--- src/rtl/coffee_brewer_pkg.sv ---
// rtl/coffee_brewer_pkg.sv - shared kind codes, cup limit and state encodings for the brewer
package coffee_brewer_pkg;

    localparam logic [1:0] KIND_AMERICANO = 2'b01;
    localparam logic [1:0] KIND_RATTE     = 2'b10;
    localparam int         MAX_CUPS       = 5;

    typedef enum logic [2:0] {
        ST_IDLE    = 3'd0,
        ST_WARMUP  = 3'd1,
        ST_POUR    = 3'd2,
        ST_GAP     = 3'd3,
        ST_DONE    = 3'd4,
        ST_RELEASE = 3'd5,
        ST_FAULT   = 3'd6
    } state_e;

    // Counter holds at most (largest phase length - 1); keep at least one bit.
    function automatic int cnt_width(input int a, input int b, input int c, input int d);
        int m;
        m = a;
        if (b > m) m = b;
        if (c > m) m = c;
        if (d > m) m = d;
        return ($clog2(m) < 1) ? 1 : $clog2(m);
    endfunction

endpackage

--- src/rtl/brew_timer.sv ---
// rtl/brew_timer.sv - loadable down-counter with zero flag timing the brew phases
module brew_timer #(
    parameter int W = 4
) (
    input  logic         clk,
    input  logic         rst,
    input  logic         load,
    input  logic [W-1:0] load_val,
    output logic         zero
);

    logic [W-1:0] cnt_q;
    logic [W-1:0] cnt_d;

    always_comb begin
        cnt_d = cnt_q;
        if (load) begin
            cnt_d = load_val;
        end else if (cnt_q != '0) begin
            cnt_d = cnt_q - 1'b1;
        end
    end

    always_ff @(posedge clk or posedge rst) begin
        if (rst) begin
            cnt_q <= '0;
        end else begin
            cnt_q <= cnt_d;
        end
    end

    assign zero = (cnt_q == '0);

endmodule

--- src/rtl/coffee_brewer.sv ---
// rtl/coffee_brewer.sv - Making/Done/TakeOut responder: warm up, pour cups, hold Done until taken
module coffee_brewer
    import coffee_brewer_pkg::*;
#(
    parameter int WARMUP_CYC = 4,
    parameter int AMER_CYC   = 6,
    parameter int RATTE_CYC  = 10,
    parameter int GAP_CYC    = 2
) (
    input  logic       CLK,
    input  logic       RST,
    input  logic       Making,
    input  logic [1:0] Kind,
    input  logic [2:0] Cups,
    input  logic       TakeOut,
    output logic       Done,
    output logic       Busy,
    output logic       Pour,
    output logic       Fault,
    output logic [2:0] CupCount
);

    localparam int         CNT_W      = cnt_width(WARMUP_CYC, AMER_CYC, RATTE_CYC, GAP_CYC);
    localparam logic [2:0] MAX_CUPS_C = 3'(MAX_CUPS);

    state_e       state_q, state_d;
    logic [1:0]   kind_q, kind_d;
    logic [2:0]   cups_q, cups_d;
    logic [2:0]   cup_count_q, cup_count_d;
    logic         done_q, done_d;
    logic         busy_q, busy_d;
    logic         pour_q, pour_d;
    logic         fault_q, fault_d;

    logic             timer_load;
    logic [CNT_W-1:0] timer_val;
    logic             timer_zero;
    logic             legal;
    logic [2:0]       next_cup;
    logic [CNT_W-1:0] pour_ld;

    brew_timer #(.W(CNT_W)) u_timer (
        .clk      (CLK),
        .rst      (RST),
        .load     (timer_load),
        .load_val (timer_val),
        .zero     (timer_zero)
    );

    assign legal    = ((Kind == KIND_AMERICANO) || (Kind == KIND_RATTE)) &&
                      (Cups != 3'd0) && (Cups <= MAX_CUPS_C);
    assign next_cup = cup_count_q + 3'd1;
    assign pour_ld  = (kind_q == KIND_RATTE) ? CNT_W'(RATTE_CYC - 1) : CNT_W'(AMER_CYC - 1);

    always_comb begin
        state_d     = state_q;
        kind_d      = kind_q;
        cups_d      = cups_q;
        cup_count_d = cup_count_q;
        timer_load  = 1'b0;
        timer_val   = '0;

        case (state_q)
            ST_IDLE: begin
                if (Making) begin
                    if (legal) begin
                        kind_d      = Kind;
                        cups_d      = Cups;
                        cup_count_d = 3'd0;
                        timer_load  = 1'b1;
                        timer_val   = CNT_W'(WARMUP_CYC - 1);
                        state_d     = ST_WARMUP;
                    end else begin
                        state_d = ST_FAULT;
                    end
                end
            end
            ST_WARMUP: begin
                if (!Making) begin
                    state_d = ST_IDLE;
                end else if (timer_zero) begin
                    timer_load = 1'b1;
                    timer_val  = pour_ld;
                    state_d    = ST_POUR;
                end
            end
            ST_POUR: begin
                if (!Making) begin
                    state_d = ST_IDLE;
                end else if (timer_zero) begin
                    cup_count_d = next_cup;
                    if (next_cup == cups_q) begin
                        state_d = ST_DONE;
                    end else begin
                        timer_load = 1'b1;
                        timer_val  = CNT_W'(GAP_CYC - 1);
                        state_d    = ST_GAP;
                    end
                end
            end
            ST_GAP: begin
                if (!Making) begin
                    state_d = ST_IDLE;
                end else if (timer_zero) begin
                    timer_load = 1'b1;
                    timer_val  = pour_ld;
                    state_d    = ST_POUR;
                end
            end
            ST_DONE: begin
                // Skip RELEASE when the request has already been withdrawn.
                if (TakeOut) begin
                    state_d = Making ? ST_RELEASE : ST_IDLE;
                end
            end
            ST_RELEASE: begin
                if (!Making) state_d = ST_IDLE;
            end
            ST_FAULT: begin
                if (!Making) state_d = ST_IDLE;
            end
            default: state_d = ST_IDLE;
        endcase

        busy_d  = (state_d == ST_WARMUP) || (state_d == ST_POUR) || (state_d == ST_GAP);
        pour_d  = (state_d == ST_POUR);
        done_d  = (state_d == ST_DONE);
        fault_d = (state_d == ST_FAULT);
    end

    always_ff @(posedge CLK or posedge RST) begin
        if (RST) begin
            state_q     <= ST_IDLE;
            kind_q      <= 2'b00;
            cups_q      <= 3'd0;
            cup_count_q <= 3'd0;
            done_q      <= 1'b0;
            busy_q      <= 1'b0;
            pour_q      <= 1'b0;
            fault_q     <= 1'b0;
        end else begin
            state_q     <= state_d;
            kind_q      <= kind_d;
            cups_q      <= cups_d;
            cup_count_q <= cup_count_d;
            done_q      <= done_d;
            busy_q      <= busy_d;
            pour_q      <= pour_d;
            fault_q     <= fault_d;
        end
    end

    assign Done     = done_q;
    assign Busy     = busy_q;
    assign Pour     = pour_q;
    assign Fault    = fault_q;
    assign CupCount = cup_count_q;

endmodule
--- config.mk ---
export PLATFORM = sky130hd
export DESIGN_NAME = coffee_brewer
export DESIGN_NICKNAME = d
export VERILOG_FILES = /design/src/rtl/coffee_brewer_pkg.sv /design/src/rtl/brew_timer.sv /design/src/rtl/coffee_brewer.sv
export SDC_FILE = /design/constraint.sdc
export NUM_CORES = 1
export LEC_CHECK = 0
export CAP_MARGIN = 20
export CORE_ASPECT_RATIO = 1.25
export CORE_UTILIZATION = 50
export DETAILED_ROUTE_END_ITERATION = 6
export MAX_ROUTING_LAYER = met4
export PLACE_DENSITY = 0.74
export SYNTH_ARGS = -nofsm -noshare
export SYNTH_HDL_FRONTEND = slang
export SYNTH_HIERARCHICAL = 1
export SYNTH_SLANG_ARGS = --single-unit
--- constraint.sdc ---
create_clock -name CLK -period 5.1 [get_ports CLK]
set_clock_uncertainty 0.2 [all_clocks]
set_input_delay 1.275 -clock CLK [delete_from_list [all_inputs] [get_ports CLK]]
set_output_delay 1.275 -clock CLK [all_outputs]
set_load 0.1 [all_outputs]
==> results of run 1 <==
-- area by class of cell --
| type | instances | area (µm²) |
|---|---|---|
| Inverter | 7 | 26.3 |
| Fill cell | 166 | 744 |
| Tap cell | 20 | 25.0 |
| Sequential cell | 19 | 475 |
| Multi-Input combinational cell | 86 | 579 |
| Clock buffer | 4 | 26.3 |
| Timing Repair Buffer | 15 | 150 |
-- final timing paths --
kind                        startpoint               end  slack (ns)  depth (start not counted)
setup / recovery                Making  u_timer/cnt_q[3]        1.61                          6
hold / removal               kind_q[1]         kind_q[1]        0.30                          2
setup reg to reg           CupCount[0]  u_timer/cnt_q[3]        2.38                          7
hold reg to reg              kind_q[1]         kind_q[1]        0.30                          2
max in group asynchronous          RST       CupCount[0]        3.16                          2
min in group asynchronous          RST  u_timer/cnt_q[0]        0.98                          2
-- cells in the mapped netlist --
library cell                instances  area share, %
sky130_fd_sc_hd__nand2_1           23            7.8
sky130_fd_sc_hd__dfrtp_1           19             43
sky130_fd_sc_hd__inv_1              6            2.0
sky130_fd_sc_hd__o21ai_0            6            2.7
sky130_fd_sc_hd__buf_2              4            1.8
sky130_fd_sc_hd__nand3_1            4            1.8
sky130_fd_sc_hd__nor3_1             4            1.8
sky130_fd_sc_hd__a21oi_1            3            1.4
sky130_fd_sc_hd__nor2_1             3            1.0
sky130_fd_sc_hd__nor3b_1            3            2.0
sky130_fd_sc_hd__xnor2_1            3            2.4
sky130_fd_sc_hd__a221o_1            2            1.8
sky130_fd_sc_hd__a31oi_1            2            1.1
sky130_fd_sc_hd__and2_1             2            1.1
sky130_fd_sc_hd__and3_1             2            1.1
sky130_fd_sc_hd__clkbuf_1           2           0.68
sky130_fd_sc_hd__ha_1               2            2.3
sky130_fd_sc_hd__mux2_2             2            2.0
sky130_fd_sc_hd__mux2i_1            2            1.8
sky130_fd_sc_hd__nand2b_1           2            1.1
sky130_fd_sc_hd__nor4b_1            2            1.6
sky130_fd_sc_hd__xor2_1             2            1.6
sky130_fd_sc_hd__a2111oi_2          1            1.4
sky130_fd_sc_hd__a211oi_2           1            1.1
sky130_fd_sc_hd__a21o_1             1           0.68
sky130_fd_sc_hd__a311oi_1           1           0.79
sky130_fd_sc_hd__and3b_1            1           0.79
sky130_fd_sc_hd__inv_2              1           0.34
sky130_fd_sc_hd__nand4_1            1           0.56
sky130_fd_sc_hd__nor2b_1            1           0.56
sky130_fd_sc_hd__nor3b_4            1            1.7
sky130_fd_sc_hd__o2111ai_1          1           0.79
sky130_fd_sc_hd__o211ai_1           1           0.68
sky130_fd_sc_hd__o21bai_1           1           0.68
sky130_fd_sc_hd__o2bb2ai_1          1           0.79
sky130_fd_sc_hd__o311ai_0           1           0.79
sky130_fd_sc_hd__o31ai_1            1           0.68
sky130_fd_sc_hd__o32ai_1            1           0.79
sky130_fd_sc_hd__or3_4              1            1.0
sky130_fd_sc_hd__xnor3_1            1            2.0
-- critical path, stage by stage --
cell	delay [ns]
sky130_fd_sc_hd__clkdlybuf4s50_1	0.65
sky130_fd_sc_hd__nor4b_1	0.27
sky130_fd_sc_hd__nand4_1	0.39
sky130_fd_sc_hd__o21ai_0	0.44
sky130_fd_sc_hd__nor3_1	0.11
sky130_fd_sc_hd__a221o_1	0.35
-- power groups by stage --
| stage | clock [W] | sequential [W] | combinational (W) |
|---|---|---|---|
| 2_1_floorplan | 0 | 0.000349 | 0.000244 |
| 3_3_place_gp | 0 | 0.000276 | 0.000397 |
| 3_5_place_dp | 0 | 0.000277 | 0.000403 |
| 4_1_cts | 0.0000780 | 0.000274 | 0.000405 |
| 5_1_grt | 0.0000813 | 0.000284 | 0.000445 |
| 6_report | 0.0000740 | 0.000274 | 0.000404 |
-- routing by layer --
layer  up-vias  part of all wire, %  wire, µm
li1        446                    -         -
met1       408                   45       930
met5         -                    0         0
met4         0                  1.1        22
met3         4                  4.1        84
met2        19                   50      1030
-- flip-flops by register name (all words and copies together) (netlist names) --
name / count
kind_q: 2
CupCount: 3
cups_q: 3
Done: 1
Busy: 1
u_timer/cnt_q: 4
state_q: 3
Pour: 1
Fault: 1
-- stage by stage --
step / setup WS [ns] / instances / hold WS (ns) / instance area [µm²] / util, %
3_3_place_gp: 1.35 / 147 / 0.269 / 1260 / 62.0
5_1_grt: 1.38 / 151 / 0.326 / 1280 / 63.3
6_report: 1.61 / 151 / 0.303 / 1280 / 63.3
3_5_place_dp: 1.28 / 147 / 0.275 / 1260 / 62.0
2_1_floorplan: 2.23 / 118 / 0.241 / 1110 / -
4_1_cts: 1.59 / 151 / 0.301 / 1280 / 63.3
-- cells in the final DEF, fill, tap and decap left out, types with 3 or more instances in the layout --
cell,netlist,routed
sky130_fd_sc_hd__nor3b_1,3,3
sky130_fd_sc_hd__dfrtp_1,19,19
sky130_fd_sc_hd__xnor2_1,3,3
sky130_fd_sc_hd__nor3_1,4,4
sky130_fd_sc_hd__inv_1,6,6
sky130_fd_sc_hd__o21ai_0,6,6
sky130_fd_sc_hd__nand3_1,4,4
sky130_fd_sc_hd__nand2_1,23,23
sky130_fd_sc_hd__nor2_1,3,3
sky130_fd_sc_hd__clkdlybuf4s50_1,0,15
sky130_fd_sc_hd__a21oi_1,3,3
sky130_fd_sc_hd__clkbuf_4,0,3
-- cells by family after synthesis --
family | synth area share (%)
AND/OR/NAND/NOR | 24.0
AO/OA/AOI/OAI | 16.1
flip-flops | 42.9
buffers and inverters | 4.85
XOR/XNOR | 5.98
multiplexers | 3.84
adder cells (fa/ha/maj) | 2.26
==> reports/qor.txt, run 1 <==
RSZ-0062 raised after global routing: no
P_leak: 0.575 nW
hold violation total from the final report: 0
clock network fraction of total power: 9.8%
number of buffers inserted to repair setup after CTS: 0
clock tree from TritonCTS: yes
standard-cell rows: 18
IR drop worst, VDD: 0.427 mV
number of buffers created by CTS: 3
cell count after synthesis: 118
deepest clock path buffer count: 2
final layout net count: 143
max-cap viol count: 0
Setup crit start kind: primary input
post-synthesis instance area: 1110 µm²
Comb pwr share: 53.7%
number of antenna repair diodes: 0
Most Crowded Layer GR: met2
overall die height: 54.6 µm
routing usage on met1: 27.8%
wire length of the first global-routing pass: 3760 µm
post-route setup TNS: 0 ns
Setup CP Type: primary input to flop
portion of total power attributed to sequential cells: 36.5%
overall die area: 2410 µm²
post-layout power: 0.000752 W
DRC violations left: 0
GR met2 Demand/Resource: 36.0%
type of the worst min-delay path: flop to flop
switching part of the total power: 47.7%
post-synth net total: 129
Worst setup EP type: flop
share of synthesized area occupied by flip-flops and latches: 42.9%
average footprint of a synthesized cell: 9.39 µm²
required time at the worst-slack endpoint: 5.08 ns
count of port buffers added during placement: 15
post-route minimum period: 3.49 ns
ratio of cells with drive above 1 in the final layout: 7.63%
Die Width: 44.1 µm
vias in the first global route: 850
number of synthesized register bits: 19
weighted congestion reported at the end of routability-driven placement: 0.847
global-route total usage across every layer: 22.0%
root buffer cell: sky130_fd_sc_hd__clkbuf_4
final setup vio count: 0
pins over their slew limit: 0
cts hold-fix bufs: 0
detailed-route via count: 877
number of H-tree branching levels: 1
Area growth, synth to finish: 15.7%
total internal power: 0.000393 W
crit path DAT: 3.47 ns
IO Count: 16
starting utilization of the core area: 54.7%
count of clock tree sinks: 19
total wire length after detailed routing: 2070 µm
largest net degree at the start of global routing: 16
count of instances resized after the clock tree is built: 0
number of unique standard cell types used by synthesis: 40
YS warnings: 6
Max Fclk: 287 MHz
Switch Pwr: 0.000359 W
Least-Margin Pin Slew: 0.968 ns
Floorplan Core Area: 2030 µm²
post-CTS clock slew at the launch and capture registers of the worst setup and hold paths: 0.10 ns
number of iterations in the first detailed-routing pass: 6
PwrDens: 586 nW/µm²
final antenna-violating net count: 0
part of the cycle the worst path needs: 68.4%
peak fanout along the critical path: 11
number of vias per cell: 5.81
initial DRC count: 17
status: complete, no violations
worst slew slack as a fraction of its limit: 35.2%
initial antenna violation count: 0
Post-DP HPWL: 1560 µm
Worst-Skew Late Latency: 0.29 ns
global routing usage on met3: 1.98%
average detailed-routed wire length per instance: 13.7 µm
grt ovf: 0
(Power assumes the default switching activity.)
==> inputs of run 2 (changes only) <==
CORE_UTILIZATION = 47   (was 50)
PLACE_DENSITY = 0.73   (was 0.74)
clock period = 3.1 ns   (was 5.1 ns; I/O delays follow)
==> reports/qor.txt, run 2 (same netlist as run 1, synthesis figures left out) <==
total internal power: 0.000638 W (+62%)
number of buffers created by CTS: 3 (unchanged)
crit path cell chain: ha_1 > xnor3_1 > nand3_1 > a21oi_1 > o21ai_0 > nor3_1 > a221o_1
average detailed-routed wire length per instance: 14.0 µm (+2.1%)
clock tree from TritonCTS: yes
count of clock tree sinks: 19 (unchanged)
Worst setup EP type: flop
fillers: 203 (+22%)
reg2reg setup slack: 0.39 ns (-1.99 ns)
post-CTS clock slew at the launch and capture registers of the worst setup and hold paths: 0.11 ns (about the same)
worst slew slack as a fraction of its limit: 51.7% (+16 points)
Setup CP Type: flop to flop
switching part of the total power: 48.4% (+0.70 points)
Least-Margin Pin Slew: 0.716 ns (-0.252 ns)
Comb pwr share: 53.1% (-0.6 points)
number of vias per cell: 5.56 (-4.3%)
total wire length after detailed routing: 2310 µm (+12%)
endpoint of the worst hold-timing path: kind_q[0]
Setup crit start kind: flop
Post-DP HPWL: 1740 µm (+11%)
FF-to-FF path depth: 7 (unchanged)
hold violation total from the final report: 0 (unchanged)
initial antenna violation count: 0 (unchanged)
vias in the first global route: 864 (+1.6%)
portion of total power attributed to sequential cells: 36.5% (about the same)
hold path cells: 2 (unchanged)
Die Width: 45.4 µm (+3.0%)
largest net degree at the start of global routing: 16 (unchanged)
wire length of the first global-routing pass: 3880 µm (+3.3%)
Seq. cell area: 475 µm² (unchanged)
root buffer cell: sky130_fd_sc_hd__clkbuf_4
crit path DAT: 2.71 ns (-0.76 ns)
status: complete, no violations
type of the worst min-delay path: flop to flop
dominant delay contributor by cell family on the critical path: compound AO/OA/AOI/OAI gates
worst reg2reg startpoint: CupCount[0]
pins over their slew limit: 0 (unchanged)
final layout net count: 146 (+2.1%)
post-route setup TNS: 0 ns (unchanged)
P_leak: 0.604 nW (+5.0%)
min-delay src: kind_q[0]
grt ovf: 0 (unchanged)
max-cap viol count: 0 (unchanged)
part of the cycle the worst path needs: 87.4%
final antenna-violating net count: 0 (unchanged)
number of H-tree branching levels: 1 (unchanged)
worst hold slack across all endpoints: 0.288 ns (-0.0149 ns)
post-route minimum period: 2.71 ns
detailed-route via count: 917 (+4.6%)
ratio of cells with drive above 1 in the final layout: 15.7% (+8.0 points)
most common cell after layout, fill and taps aside: sky130_fd_sc_hd__nand2_1
post-layout power: 0.00124 W (+65%)
initial DRC count: 26 (+9)
weighted congestion reported at the end of routability-driven placement: 0.849 (+0.22%)
number of antenna repair diodes: 0 (unchanged)
footprint of the multi-input gates: 579 µm² (unchanged)
cts hold-fix bufs: 0 (unchanged)
deepest clock path buffer count: 2 (unchanged)
number of cells after detailed placement: 161 (+9.5%)
number of buffers inserted to repair setup after CTS: 0 (unchanged)
IR drop worst, VDD: 0.584 mV (+37%)
starting utilization of the core area: 50.1% (-4.5 points)
DRC violations left: 0 (unchanged)
peak fanout along the critical path: 8 (-3)
slowest cell on the critical path: sky130_fd_sc_hd__o21ai_0
PwrDens: 950 nW/µm² (+62%)
overall die height: 56.3 µm (+3.0%)
count of instances resized after the clock tree is built: 0 (unchanged)
number of iterations in the first detailed-routing pass: 4 (-2)
Core Util, Final: 58.9% (-4.4 points)
Max Fclk: 369 MHz
standard-cell rows: 19 (+1)
Floorplan Core Area: 2210 µm² (+9.1%)
clock network fraction of total power: 10.4% (+0.6 points)
final setup vio count: 0 (unchanged)
required time at the worst-slack endpoint: 3.10 ns (-1.98 ns)
overall die area: 2560 µm² (+6.1%)
count of port buffers added during placement: 15 (unchanged)
Worst-Skew Late Latency: 0.30 ns (about the same)
Switch Pwr: 0.000599 W (+67%)
delay of the slowest cell on the worst path: 0.59 ns (-0.06 ns)
Final Instance Count excl. Fillers: 165 (+9.3%)
Area growth, synth to finish: 17.5%
RSZ-0062 raised after global routing: no
flip-flop count of the largest register, all copies and words added: 4 (unchanged)
combined buffer and inverter count along the critical path: 0 (-1)
worst reg2reg endpoint: u_timer/cnt_q[3]
IO Count: 16 (unchanged)
global-route total usage across every layer: 21.8% (-0.16 points)
largest register by flop count: u_timer/cnt_q
most frequent cells in the layout: 23 x sky130_fd_sc_hd__nand2_1, 19 x sky130_fd_sc_hd__dfrtp_1, 10 x sky130_fd_sc_hd__buf_4
==> run 2: cell types whose count changed in the layout (fill, tap and decap cells not counted), sizes merged <==
cell / delta
clkinv: +1
clkbuf: -1
clkdlybuf4s50: -7
buf: +10
==> run 2: stage by stage <==
| stage | setup WS (ns) | instance area (µm²) |
|---|---|---|
| 2_1_floorplan | 0.233 | 1110 |
| 3_3_place_gp | 0.311 | 1270 |
| 3_5_place_dp | 0.254 | 1270 |
| 4_1_cts | 0.407 | 1300 |
| 5_1_grt | 0.241 | 1300 |
| 6_report | 0.391 | 1300 |
==> run 2: worst max path at each step <==
stage                      from               end  slack [ns]  cells after the start
finish              CupCount[0]  u_timer/cnt_q[3]        0.39                      7
global route        CupCount[0]  u_timer/cnt_q[3]        0.24                      7
floorplan           CupCount[0]  u_timer/cnt_q[3]        0.23                      8
detailed placement       Making  u_timer/cnt_q[3]        0.25                      6
global placement         Making  u_timer/cnt_q[3]        0.31                      6
CTS                 CupCount[0]  u_timer/cnt_q[3]        0.41                      7
==> run 2: power by group through the flow <==
stage,clock [W],sequential (W),combinational [W]
after floorplan,0,0.000574,0.000401
after global placement,0,0.000448,0.000646
after detailed placement,0,0.000454,0.000656
after CTS,0.000131,0.000449,0.000660
after global routing,0.000143,0.000461,0.000723
final,0.000129,0.000452,0.000656
==> run 2: area by class of cell <==
type,instances,area share (%)
clock buffers,3,1.73
clock inverters,1,0.384
inverters,7,2.02
multi-input cells,86,44.5
flip-flops and latches,19,36.5
well taps,31,2.98
repair buffers,18,11.9
==> run 2: worst min-delay path, cell delays in order, from the launching register on <==
cell	delay, ns
sky130_fd_sc_hd__dfrtp_1	0.35
sky130_fd_sc_hd__nand2_1	0.05
sky130_fd_sc_hd__o21ai_0	0.06
==> run 2: layer usage <==
metal,track usage (%),wire [µm],up-vias
met4,9.96,44,0
li1,-,-,448
met5,-,0,-
met2,34.1,1170,21
met3,3.86,75,5
met1,26.6,1020,443
